===== src/rtl/spirw_pkg.sv =====
// Shared definitions for the SPI register read/write master and slave.
// Command codes, header layout and FSM state encodings.
package spirw_pkg;

    localparam logic [7:0] CMD_WRITE  = 8'h00;
    localparam logic [7:0] CMD_READ   = 8'h01;
    localparam logic [7:0] DUMMY_BYTE = 8'h00;

    localparam logic [2:0] HDR_WR_BYTES = 3'd5;
    localparam logic [2:0] HDR_RD_BYTES = 3'd6;

    localparam logic [2:0] ST_IDLE      = 3'd0;
    localparam logic [2:0] ST_SETUP     = 3'd1;
    localparam logic [2:0] ST_SHIFT     = 3'd2;
    localparam logic [2:0] ST_WAIT_DATA = 3'd3;
    localparam logic [2:0] ST_HOLD      = 3'd4;
    localparam logic [2:0] ST_GAP       = 3'd5;

    // Header byte by position: command, address MSB first, dummy.
    function automatic logic [7:0] hdr_byte(
        input logic        rd,
        input logic [31:0] addr,
        input logic [2:0]  idx
    );
        logic [7:0] b;
        case (idx)
            3'd0:    b = rd ? CMD_READ : CMD_WRITE;
            3'd1:    b = addr[31:24];
            3'd2:    b = addr[23:16];
            3'd3:    b = addr[15:8];
            3'd4:    b = addr[7:0];
            default: b = DUMMY_BYTE;
        endcase
        return b;
    endfunction

endpackage


===== src/rtl/spirw_master.sv =====
// SPI mode-0 master issuing command/address/data frames.
// Write bytes stream in on a valid/ready pair; read bytes leave as strobes.
module spirw_master
    import spirw_pkg::*;
#(
    parameter int C_CLK_DIV  = 2,
    parameter int C_LEN_BITS = 16
) (
    input  logic                  clk,
    input  logic                  reset,
    input  logic                  i_start,
    input  logic                  i_rd,
    input  logic [31:0]           i_addr,
    input  logic [C_LEN_BITS-1:0] i_len,
    input  logic [7:0]            i_wdata,
    input  logic                  i_wvalid,
    output logic                  o_wready,
    output logic [7:0]            o_rdata,
    output logic                  o_rvalid,
    output logic                  o_busy,
    output logic                  o_done,
    output logic                  o_csn,
    output logic                  o_sclk,
    output logic                  o_mosi,
    input  logic                  i_miso
);

    localparam logic [7:0]            DIV_LAST = 8'(C_CLK_DIV - 1);
    localparam logic [C_LEN_BITS-1:0] LEN_ONE  = 1;

    logic [2:0]            state_q, state_d;
    logic [7:0]            div_q, div_d;
    logic [2:0]            bit_q, bit_d;
    logic [2:0]            idx_q, idx_d;
    logic                  data_q, data_d;
    logic [C_LEN_BITS-1:0] rem_q, rem_d;
    logic                  rd_q, rd_d;
    logic [31:0]           addr_q, addr_d;
    logic [7:0]            sh_q, sh_d;
    logic [7:0]            rx_q, rx_d;
    logic                  sclk_q, sclk_d;
    logic [7:0]            rdata_q, rdata_d;
    logic                  wready_q, wready_d;
    logic                  rvalid_q, rvalid_d;
    logic                  done_q, done_d;

    logic                  div_last;
    logic [7:0]            div_inc;
    logic [2:0]            nxt_idx;
    logic [2:0]            hdr_len;
    logic [7:0]            rx_smp;
    logic                  csn_low;

    assign div_last = (div_q == DIV_LAST);
    assign div_inc  = div_last ? 8'd0 : div_q + 8'd1;
    assign nxt_idx  = idx_q + 3'd1;
    assign hdr_len  = rd_q ? HDR_RD_BYTES : HDR_WR_BYTES;
    assign rx_smp   = {rx_q[6:0], i_miso};
    assign csn_low  = state_q inside {ST_SETUP, ST_SHIFT, ST_WAIT_DATA, ST_HOLD};

    assign o_busy   = (state_q != ST_IDLE);
    assign o_csn    = ~csn_low;
    assign o_sclk   = sclk_q;
    assign o_mosi   = csn_low & sh_q[7];
    assign o_wready = wready_q;
    assign o_rvalid = rvalid_q;
    assign o_rdata  = rdata_q;
    assign o_done   = done_q;

    // Frame sequencing: sclk phases, byte boundaries and stalls.
    always_comb begin
        state_d  = state_q;
        div_d    = div_q;
        bit_d    = bit_q;
        idx_d    = idx_q;
        data_d   = data_q;
        rem_d    = rem_q;
        rd_d     = rd_q;
        addr_d   = addr_q;
        sh_d     = sh_q;
        rx_d     = rx_q;
        sclk_d   = sclk_q;
        rdata_d  = rdata_q;
        wready_d = 1'b0;
        rvalid_d = 1'b0;
        done_d   = 1'b0;
        unique case (state_q)
            ST_IDLE: begin
                sclk_d = 1'b0;
                div_d  = 8'd0;
                if (i_start) begin
                    state_d = ST_SETUP;
                    rd_d    = i_rd;
                    addr_d  = i_addr;
                    rem_d   = i_len;
                    sh_d    = hdr_byte(i_rd, i_addr, 3'd0);
                    idx_d   = 3'd0;
                    data_d  = 1'b0;
                    bit_d   = 3'd0;
                    rx_d    = 8'h00;
                end
            end
            ST_SETUP: begin
                div_d = div_inc;
                if (div_last) begin
                    state_d = ST_SHIFT;
                    sclk_d  = 1'b1;
                    rx_d    = rx_smp;
                end
            end
            ST_SHIFT: begin
                div_d = div_inc;
                if (div_last && !sclk_q) begin
                    sclk_d = 1'b1;
                    rx_d   = rx_smp;
                    if (bit_q == 3'd7 && data_q && rd_q) begin
                        rvalid_d = 1'b1;
                        rdata_d  = rx_smp;
                    end
                end else if (div_last) begin
                    sclk_d = 1'b0;
                    bit_d  = bit_q + 3'd1;
                    sh_d   = {sh_q[6:0], 1'b0};
                    if (bit_q == 3'd7) begin
                        if (!data_q && nxt_idx < hdr_len) begin
                            idx_d = nxt_idx;
                            sh_d  = hdr_byte(rd_q, addr_q, nxt_idx);
                        end else if (rem_q != '0) begin
                            data_d = 1'b1;
                            rem_d  = rem_q - LEN_ONE;
                            if (rd_q) begin
                                sh_d = 8'h00;
                            end else if (i_wvalid) begin
                                sh_d     = i_wdata;
                                wready_d = 1'b1;
                            end else begin
                                state_d = ST_WAIT_DATA;
                            end
                        end else begin
                            state_d = ST_HOLD;
                        end
                    end
                end
            end
            ST_WAIT_DATA: begin
                div_d  = 8'd0;
                sclk_d = 1'b0;
                if (i_wvalid) begin
                    sh_d     = i_wdata;
                    wready_d = 1'b1;
                    state_d  = ST_SHIFT;
                end
            end
            ST_HOLD: begin
                div_d = div_inc;
                if (div_last) begin
                    state_d = ST_GAP;
                    done_d  = 1'b1;
                end
            end
            ST_GAP: begin
                div_d = div_inc;
                if (div_last) state_d = ST_IDLE;
            end
            default: state_d = ST_IDLE;
        endcase
    end

    // State registers with synchronous reset that aborts any frame.
    always_ff @(posedge clk) begin
        if (reset) begin
            state_q  <= ST_IDLE;
            div_q    <= 8'd0;
            bit_q    <= 3'd0;
            idx_q    <= 3'd0;
            data_q   <= 1'b0;
            rem_q    <= '0;
            rd_q     <= 1'b0;
            addr_q   <= 32'h0;
            sh_q     <= 8'h00;
            rx_q     <= 8'h00;
            sclk_q   <= 1'b0;
            rdata_q  <= 8'h00;
            wready_q <= 1'b0;
            rvalid_q <= 1'b0;
            done_q   <= 1'b0;
        end else begin
            state_q  <= state_d;
            div_q    <= div_d;
            bit_q    <= bit_d;
            idx_q    <= idx_d;
            data_q   <= data_d;
            rem_q    <= rem_d;
            rd_q     <= rd_d;
            addr_q   <= addr_d;
            sh_q     <= sh_d;
            rx_q     <= rx_d;
            sclk_q   <= sclk_d;
            rdata_q  <= rdata_d;
            wready_q <= wready_d;
            rvalid_q <= rvalid_d;
            done_q   <= done_d;
        end
    end

endmodule

===== config.mk =====
export PLATFORM = sky130hd
export DESIGN_NAME = spirw_master
export DESIGN_NICKNAME = d
export VERILOG_FILES = /design/src/rtl/spirw_pkg.sv /design/src/rtl/spirw_master.sv
export SDC_FILE = /design/constraint.sdc
export NUM_CORES = 1
export LEC_CHECK = 0
export CAP_MARGIN = 20
export CELL_PAD_IN_SITES_DETAIL_PLACEMENT = 1
export CELL_PAD_IN_SITES_GLOBAL_PLACEMENT = 1
export CORE_ASPECT_RATIO = 0.5
export CORE_MARGIN = 2
export CORE_UTILIZATION = 44
export CTS_BUF_LIST = sky130_fd_sc_hd__clkbuf_4 sky130_fd_sc_hd__clkbuf_8
export CTS_CLUSTER_SIZE = 25
export DETAILED_ROUTE_END_ITERATION = 8
export PLACE_DENSITY_LB_ADDON = 0.1
export SETUP_SLACK_MARGIN = 0.4
export SLEW_MARGIN = 20
export SYNTH_ARGS = -nofsm -noshare
export SYNTH_HDL_FRONTEND = slang
export SYNTH_SLANG_ARGS = --single-unit
export TNS_END_PERCENT = 30

===== constraint.sdc =====
create_clock -name clk -period 3.5 [get_ports clk]
set_input_delay 0.7 -clock clk [delete_from_list [all_inputs] [get_ports clk]]
set_output_delay 0.7 -clock clk [all_outputs]
set_load 0.02 [all_outputs]

==> impl_metrics.py, run 1 <==
metrics = {
    "sta": {
        "hold_violations": 0,
        "period_minus_slack_ps": 2820,
        "rsz0062_at_grt": "false",
        "setup_slack_ps": 681,
        "worst_clock_skew_ps": 16.5,
        "slew_headroom": 0.527,
        "maxSlewViolCount": 0,
        "fin_setup_tns_ps": 0,
        "fin_hold_ws_ps": 461,
        "setup_viol": 0,
        "worst_pin_slew_ps": 710,
        "fin_crit_sh": 0.805,
        "fmax_mhz": 355,
    },
    "cells_and_area": {
        "area_delta_synth_final_pct": 21.9,
        "nets": 767,
        "layout-drive-gt1-share": 0.0644,
        "diodes": 0,
        "n_fill_cell": 1373,
    },
    "yosys": {
        "synth_top_area_share": 0.387,
        "synthTopCellsByCount": "125 x nand2_1, 94 x dfxtp_1, 71 x a21oi_1, 56 x o21ai_0, 39 x nor2_1",
        "yosysMostFrequentCell": "nand2_1",
        "synth_area_sq_mm": 0.00486,
        "yosysWarnings": 0,
        "yosysTopAreaCell": "dfxtp_1",
        "syn-instance-count": 635,
        "postSynth.asyncResetShare": 0,
        "synth_edf_count": 0,
        "syn_area_per_cell_sq_um": 7.65,
        "ys_types": 59,
        "ys_seq_area_frac": 0.387,
        "synth_fp_nets": 708,
        "synth_ff_type": "dfxtp_1",
        "synth_seq_cells": 94,
        "netlist_top_cells_area": "dfxtp_1 39%, nand2_1 9.7%, a21oi_1 7.3%",
    },
    "clocking": {
        "cts.htree.levels": 3,
        "worstSkewPairLatency_ps": 380,
        "cts_resized": 0,
        "clockRootBuffer": "clkbuf_8",
        "cts_buffer_depth": 2,
        "cts_setup_buffers": 0,
        "cts.clk_slew.worst_paths_ps": 90,
        "tritoncts": "built",
        "cts_sinks": 94,
        "hold_buffers": 0,
        "cts_made_buffers": 9,
    },
    "route": {
        "initialDrtViolationCount": 242,
        "num_vias": 4846,
        "wl_per_cell_microns": 17.0,
        "vias_per_cell": 5.74,
        "drc": 0,
        "antenna_left": 0,
        "drt-pass1-iter-count": 5,
        "drt-total-wl_microns": 14400,
    },
    "place": {
        "portBuffers": 76,
        "hpwl_microns": 10100,
        "place_ws_ps": 742,
        "routabilityCongestion": 0.833,
    },
    "power": {
        "power_density_mw_per_mm2": 583,
        "p_leak_nw": 2.18,
        "combPwrFrac": 0.375,
        "vdd_ir_drop_max_mv": 0.201,
        "switching_share": 0.400,
        "seqPwrFrac": 0.404,
        "clkPwrFrac": 0.220,
        "p_total_mw": 3.46,
        "p_switching_mw": 1.38,
        "power.internal_mw": 2.07,
    },
    "floorplan": {
        "dieArea_sq_mm": 0.0120,
        "die_y_microns": 78.3,
        "core_sq_mm": 0.0109,
        "initial_core_util": 0.447,
        "num_rows": 27,
        "io_pins": 77,
        "fp.dieW_microns": 153,
    },
    "global_routing": {
        "busiest_layer": "met2",
        "grt_max_degree": 55,
        "met1_usage": 0.330,
        "grt_pass1_wl_microns": 23500,
        "met2_usage": 0.400,
        "gr-usage-met3": 0.0530,
        "grt_usage": 0.242,
        "antenna_found_initial": 0,
        "overflow": 0,
        "grt_pass1_vias": 4730,
    },
    "setup_path": {
        "crit_required_ps": 2800,
        "cp-end-kind": "primary output",
        "path_class": "reg2out",
        "cp_data_arrival_time_ps": 2120,
        "reg2reg_setup_slack_ps": 750,
        "crit_path_max_fanout": 16,
        "startpoint_type": "register",
    },
    "job": {
        "drv_cap": 0,
    },
    "min_path": {
        "hold_class": "reg2reg",
    },
    "status": {
        "status": "finished, final reports clean",
    },
}
-- cell type report --
| type | count | area (sq um) | area share |
|---|---|---|---|
| Multi-Input combinational cell | 482 | 2740 | 0.462 |
| Sequential cell | 94 | 1880 | 0.318 |
| Timing Repair Buffer | 89 | 853 | 0.144 |
| Tap cell | 145 | 181 | 0.0306 |
| Clock buffer | 10 | 138 | 0.0232 |
| Clock inverter | 6 | 67.6 | 0.0114 |
| Inverter | 18 | 67.6 | 0.0114 |
-- cells in the final DEF (no fill, tap or decap), drive strengths merged, types with 7 or more instances in the layout --
cell,count
a211oi,7
a21oi,72
a222oi,7
a311oi,8
and3,7
buf,14
clkbuf,10
clkdlybuf4s50,75
dfxtp,94
ha,11
inv,19
mux2i,17
nand2,125
nand2b,8
nand3,28
nor2,40
nor3,10
nor4,10
o21ai,63
-- cells by family (layout without fill, tap and decap cells) --
kind of cell               after synthesis  in the layout  share of synthesized area
AOI/OAI and AO/OA                      197            197                      0.248
xor gates and xnor gates                 1              1                    0.00180
adders and majority gates               11             11                     0.0283
buffers and inverters                   59            123                     0.0499
DFF                                     94             94                      0.387
muxes                                   17             17                     0.0350
and+or+nand+nor                        256            256                      0.250
-- routing by layer --
| layer | part of all wire | wire length [microns] |
|---|---|---|
| met5 | 0 | 0 |
| met4 | 0.0086 | 123 |
| met3 | 0.054 | 768 |
| met2 | 0.45 | 6510 |
| met1 | 0.48 | 6950 |
-- critical path: stages (launching register included) --
cell	delay (ps)
dfxtp_1	660
nor2_1	180
nand2_1	150
and3_1	160
clkdlybuf4s50_1	600
-- worst paths after layout --
check                   from         end  cells past startpoint
setup reg to reg    idx_q[0]    rem_q[2]                      9
hold reg to reg   addr_q[11]  addr_q[11]                      2
hold / removal    addr_q[11]  addr_q[11]                      2
setup / recovery  state_q[0]      o_mosi                      4
-- sequential cells by signal, summed over array words and instances (netlist names) --
name	cells
addr_q	32
bit_q	3
data_q	1
div_q	8
idx_q	3
o_done	1
o_rdata	8
o_rvalid	1
o_sclk	1
o_wready	1
rd_q	1
rem_q	16
rx_q	7
sh_q	8
state_q	3
-- metrics by stage --
stage          cell area [sq um]  utilization  instances
6_report                    5930        0.545        844
3_3_place_gp                5720        0.526        828
3_5_place_dp                5720        0.526        828
5_1_grt                     5930        0.545        844
4_1_cts                     5930        0.545        844
2_1_floorplan               4860            -        635
-- power by group through the flow --
stage	Clock (mW)	Combinational (mW)	Sequential [mW]
finish	0.762	1.30	1.40
global route	0.830	1.45	1.42
CTS	0.787	1.29	1.40
detailed placement	0	1.28	1.42
global placement	0	1.25	1.41
floorplan	0	0.935	1.35
(Power assumes the default switching activity.)
==> inputs of run 2 (changes only) <==
CORE_UTILIZATION = 41   (was 44)
clock period = 2.9 ns   (was 3.5 ns; I/O delays follow)
==> run 2 against run 1 <==
- flip-flop and latch count did not move
- first-iteration DRC count rose by 52%
- critical path depth is 1 higher
- hold slack about the same
- clock power grew 24%
- total power is 23% higher
- register-to-register slack lost 210 ps
- combinational power up 26%
- non-clock buffer count increased by 8
- final area increased by 2.3%
- die area increased by 7.0%
- routed wire length up 0.15%
- critical endpoint is now o_csn
- largest cell class unchanged
==> impl_metrics.py, run 2 (synthesis gave the netlist of run 1 again) <==
metrics = {
    "sta": {
        "period_minus_slack_ps": 2430,
        "worst_pin_slew_ps": 679,
        "maxSlewViolCount": 0,
        "setup_viol": 0,
        "fin_setup_tns_ps": 0,
        "rsz0062_at_grt": "true",
        "hold_violations": 0,
        "slew_headroom": 0.547,
        "fmax_mhz": 411,
        "fin_hold_ws_ps": 461,
        "setup_slack_ps": 468,
        "worst_clock_skew_ps": 11.3,
        "fin_crit_sh": 0.839,
    },
    "global_routing": {
        "busiest_layer": "met2",
        "gr-usage-met3": 0.0470,
        "antenna_found_initial": 0,
        "met1_usage": 0.323,
        "grt_pass1_vias": 4602,
        "grt_usage": 0.229,
        "met2_usage": 0.369,
        "overflow": 0,
        "grt_max_degree": 60,
        "grt_pass1_wl_microns": 23300,
    },
    "route": {
        "drt-pass1-iter-count": 7,
        "initialDrtViolationCount": 367,
        "antenna_left": 0,
        "drt-total-wl_microns": 14400,
        "wl_per_cell_microns": 16.5,
        "drc": 0,
        "vias_per_cell": 5.50,
        "num_vias": 4796,
    },
    "floorplan": {
        "dieArea_sq_mm": 0.0128,
        "core_sq_mm": 0.0117,
        "fp.dieW_microns": 158,
        "initial_core_util": 0.415,
        "die_y_microns": 81.0,
        "num_rows": 28,
        "io_pins": 77,
    },
    "min_path": {
        "hold_class": "reg2reg",
        "worstHoldStart": "addr_q[14]",
        "min_path_cells": 2,
        "hold_end": "addr_q[14]",
    },
    "cells_and_area": {
        "area_delta_synth_final_pct": 24.7,
        "final_cell_mix": "125 x nand2_1, 93 x dfxtp_1, 74 x clkdlybuf4s50_1",
        "final_common_cell": "nand2_1",
        "diodes": 0,
        "layout-drive-gt1-share": 0.0820,
        "top_register": "addr_q",
        "largest_reg_flops": 32,
        "multi_input_area_sq_mm": 0.00276,
        "biggestRegsByFlops": "addr_q x32, rem_q x16",
        "n_fill_cell": 1474,
        "register_area_sq_mm": 0.00188,
        "nets": 775,
    },
    "clocking": {
        "cts_buffer_depth": 2,
        "worstSkewPairLatency_ps": 370,
        "cts_made_buffers": 9,
        "cts_setup_buffers": 0,
        "tritoncts": "built",
        "cts.clk_slew.worst_paths_ps": 90,
        "cts.htree.levels": 3,
        "clockRootBuffer": "clkbuf_8",
        "cts_sinks": 94,
    },
    "setup_path": {
        "ff2ff_path_depth": 8,
        "cp_data_arrival_time_ps": 1850,
        "critPathMostFrequentCell": "nand2_1",
        "cp-end-kind": "primary output",
        "reg2reg_setup_slack_ps": 540,
        "critical-path-top-delay-family": "buffers and inverters",
        "crit_path_cell_trace": "buf_4 -> nor2_4 -> nand2_1 -> nand2_1 -> clkdlybuf4s50_1",
        "crit_start": "state_q[2]",
        "crit_buf_inv": 2,
        "r2r-start": "idx_q[1]",
        "path_class": "reg2out",
        "cp_num_cells": 5,
        "reg2reg_to": "rem_q[14]",
        "crit_required_ps": 2320,
        "cpPeakStageDelay_ps": 600,
        "crit_slowest_cell": "clkdlybuf4s50_1",
        "crit_path_max_fanout": 22,
        "startpoint_type": "register",
    },
    "place": {
        "portBuffers": 76,
        "routabilityCongestion": 0.829,
        "hpwl_microns": 10100,
        "place_ws_ps": 77.9,
    },
    "power": {
        "vdd_ir_drop_max_mv": 0.266,
        "power_density_mw_per_mm2": 700,
        "p_leak_nw": 2.24,
    },
    "status": {
        "status": "finished, final reports clean",
    },
    "job": {
        "drv_cap": 0,
    },
}
run 2: through the flow:
stage | total power, mW | utilization | cells | instance area, sq um
2_1_floorplan | 2.76 | - | 635 | 4860
3_3_place_gp | 3.25 | 0.497 | 856 | 5820
3_5_place_dp | 3.29 | 0.497 | 856 | 5820
4_1_cts | 4.26 | 0.516 | 872 | 6040
5_1_grt | 4.54 | 0.518 | 872 | 6060
6_report | 4.25 | 0.518 | 872 | 6060
run 2: worst max-delay path by stage:
stage / endpoint / slack (ps)
after detailed placement: rem_q[14] / 80
after global routing: state_q[0] / 350
after floorplan: rem_q[3] / 540
final: o_csn / 470
after CTS: sh_q[3] / 400
after global placement: rem_q[14] / 230
run 2: worst register-to-register path, stage by stage (launching register included):
cell,delay (ps)
dfxtp_2,380
inv_1,70
ha_1,290
ha_1,280
a211o_1,230
a31o_2,250
and3_4,380
o21ai_1,120
a32o_1,260
run 2: what timing repair did:
| item | 4_1_cts | 5_1_grt |
|---|---|---|
| gates resized for setup | 4 | 5 |
| hold buffers | 0 | 0 |
| setup endpoints to repair | 16 | 17 |
run 2: cell type report:
cell class | count | share of cell area
inverters | 18 | 0.0111
clock buffers | 10 | 0.0227
flip-flops and latches | 94 | 0.311
well taps | 165 | 0.0341
repair buffers | 97 | 0.153
multi-input cells | 482 | 0.456
clock inverters | 6 | 0.0128
run 2: report_power, final:
group	switching (mW)	leakage (nW)	internal, mW
Combinational	1.01	1.37	0.630
Clock	0.506	0.107	0.439
Sequential	0.179	0.768	1.49
Total	1.69	2.24	2.55
run 2: routing by layer:
layer / part of all wire / vias up
met5: 0 / -
met4: 0.0065 / 0
met3: 0.039 / 6
met2: 0.44 / 96
met1: 0.51 / 2280
li1: - / 2414
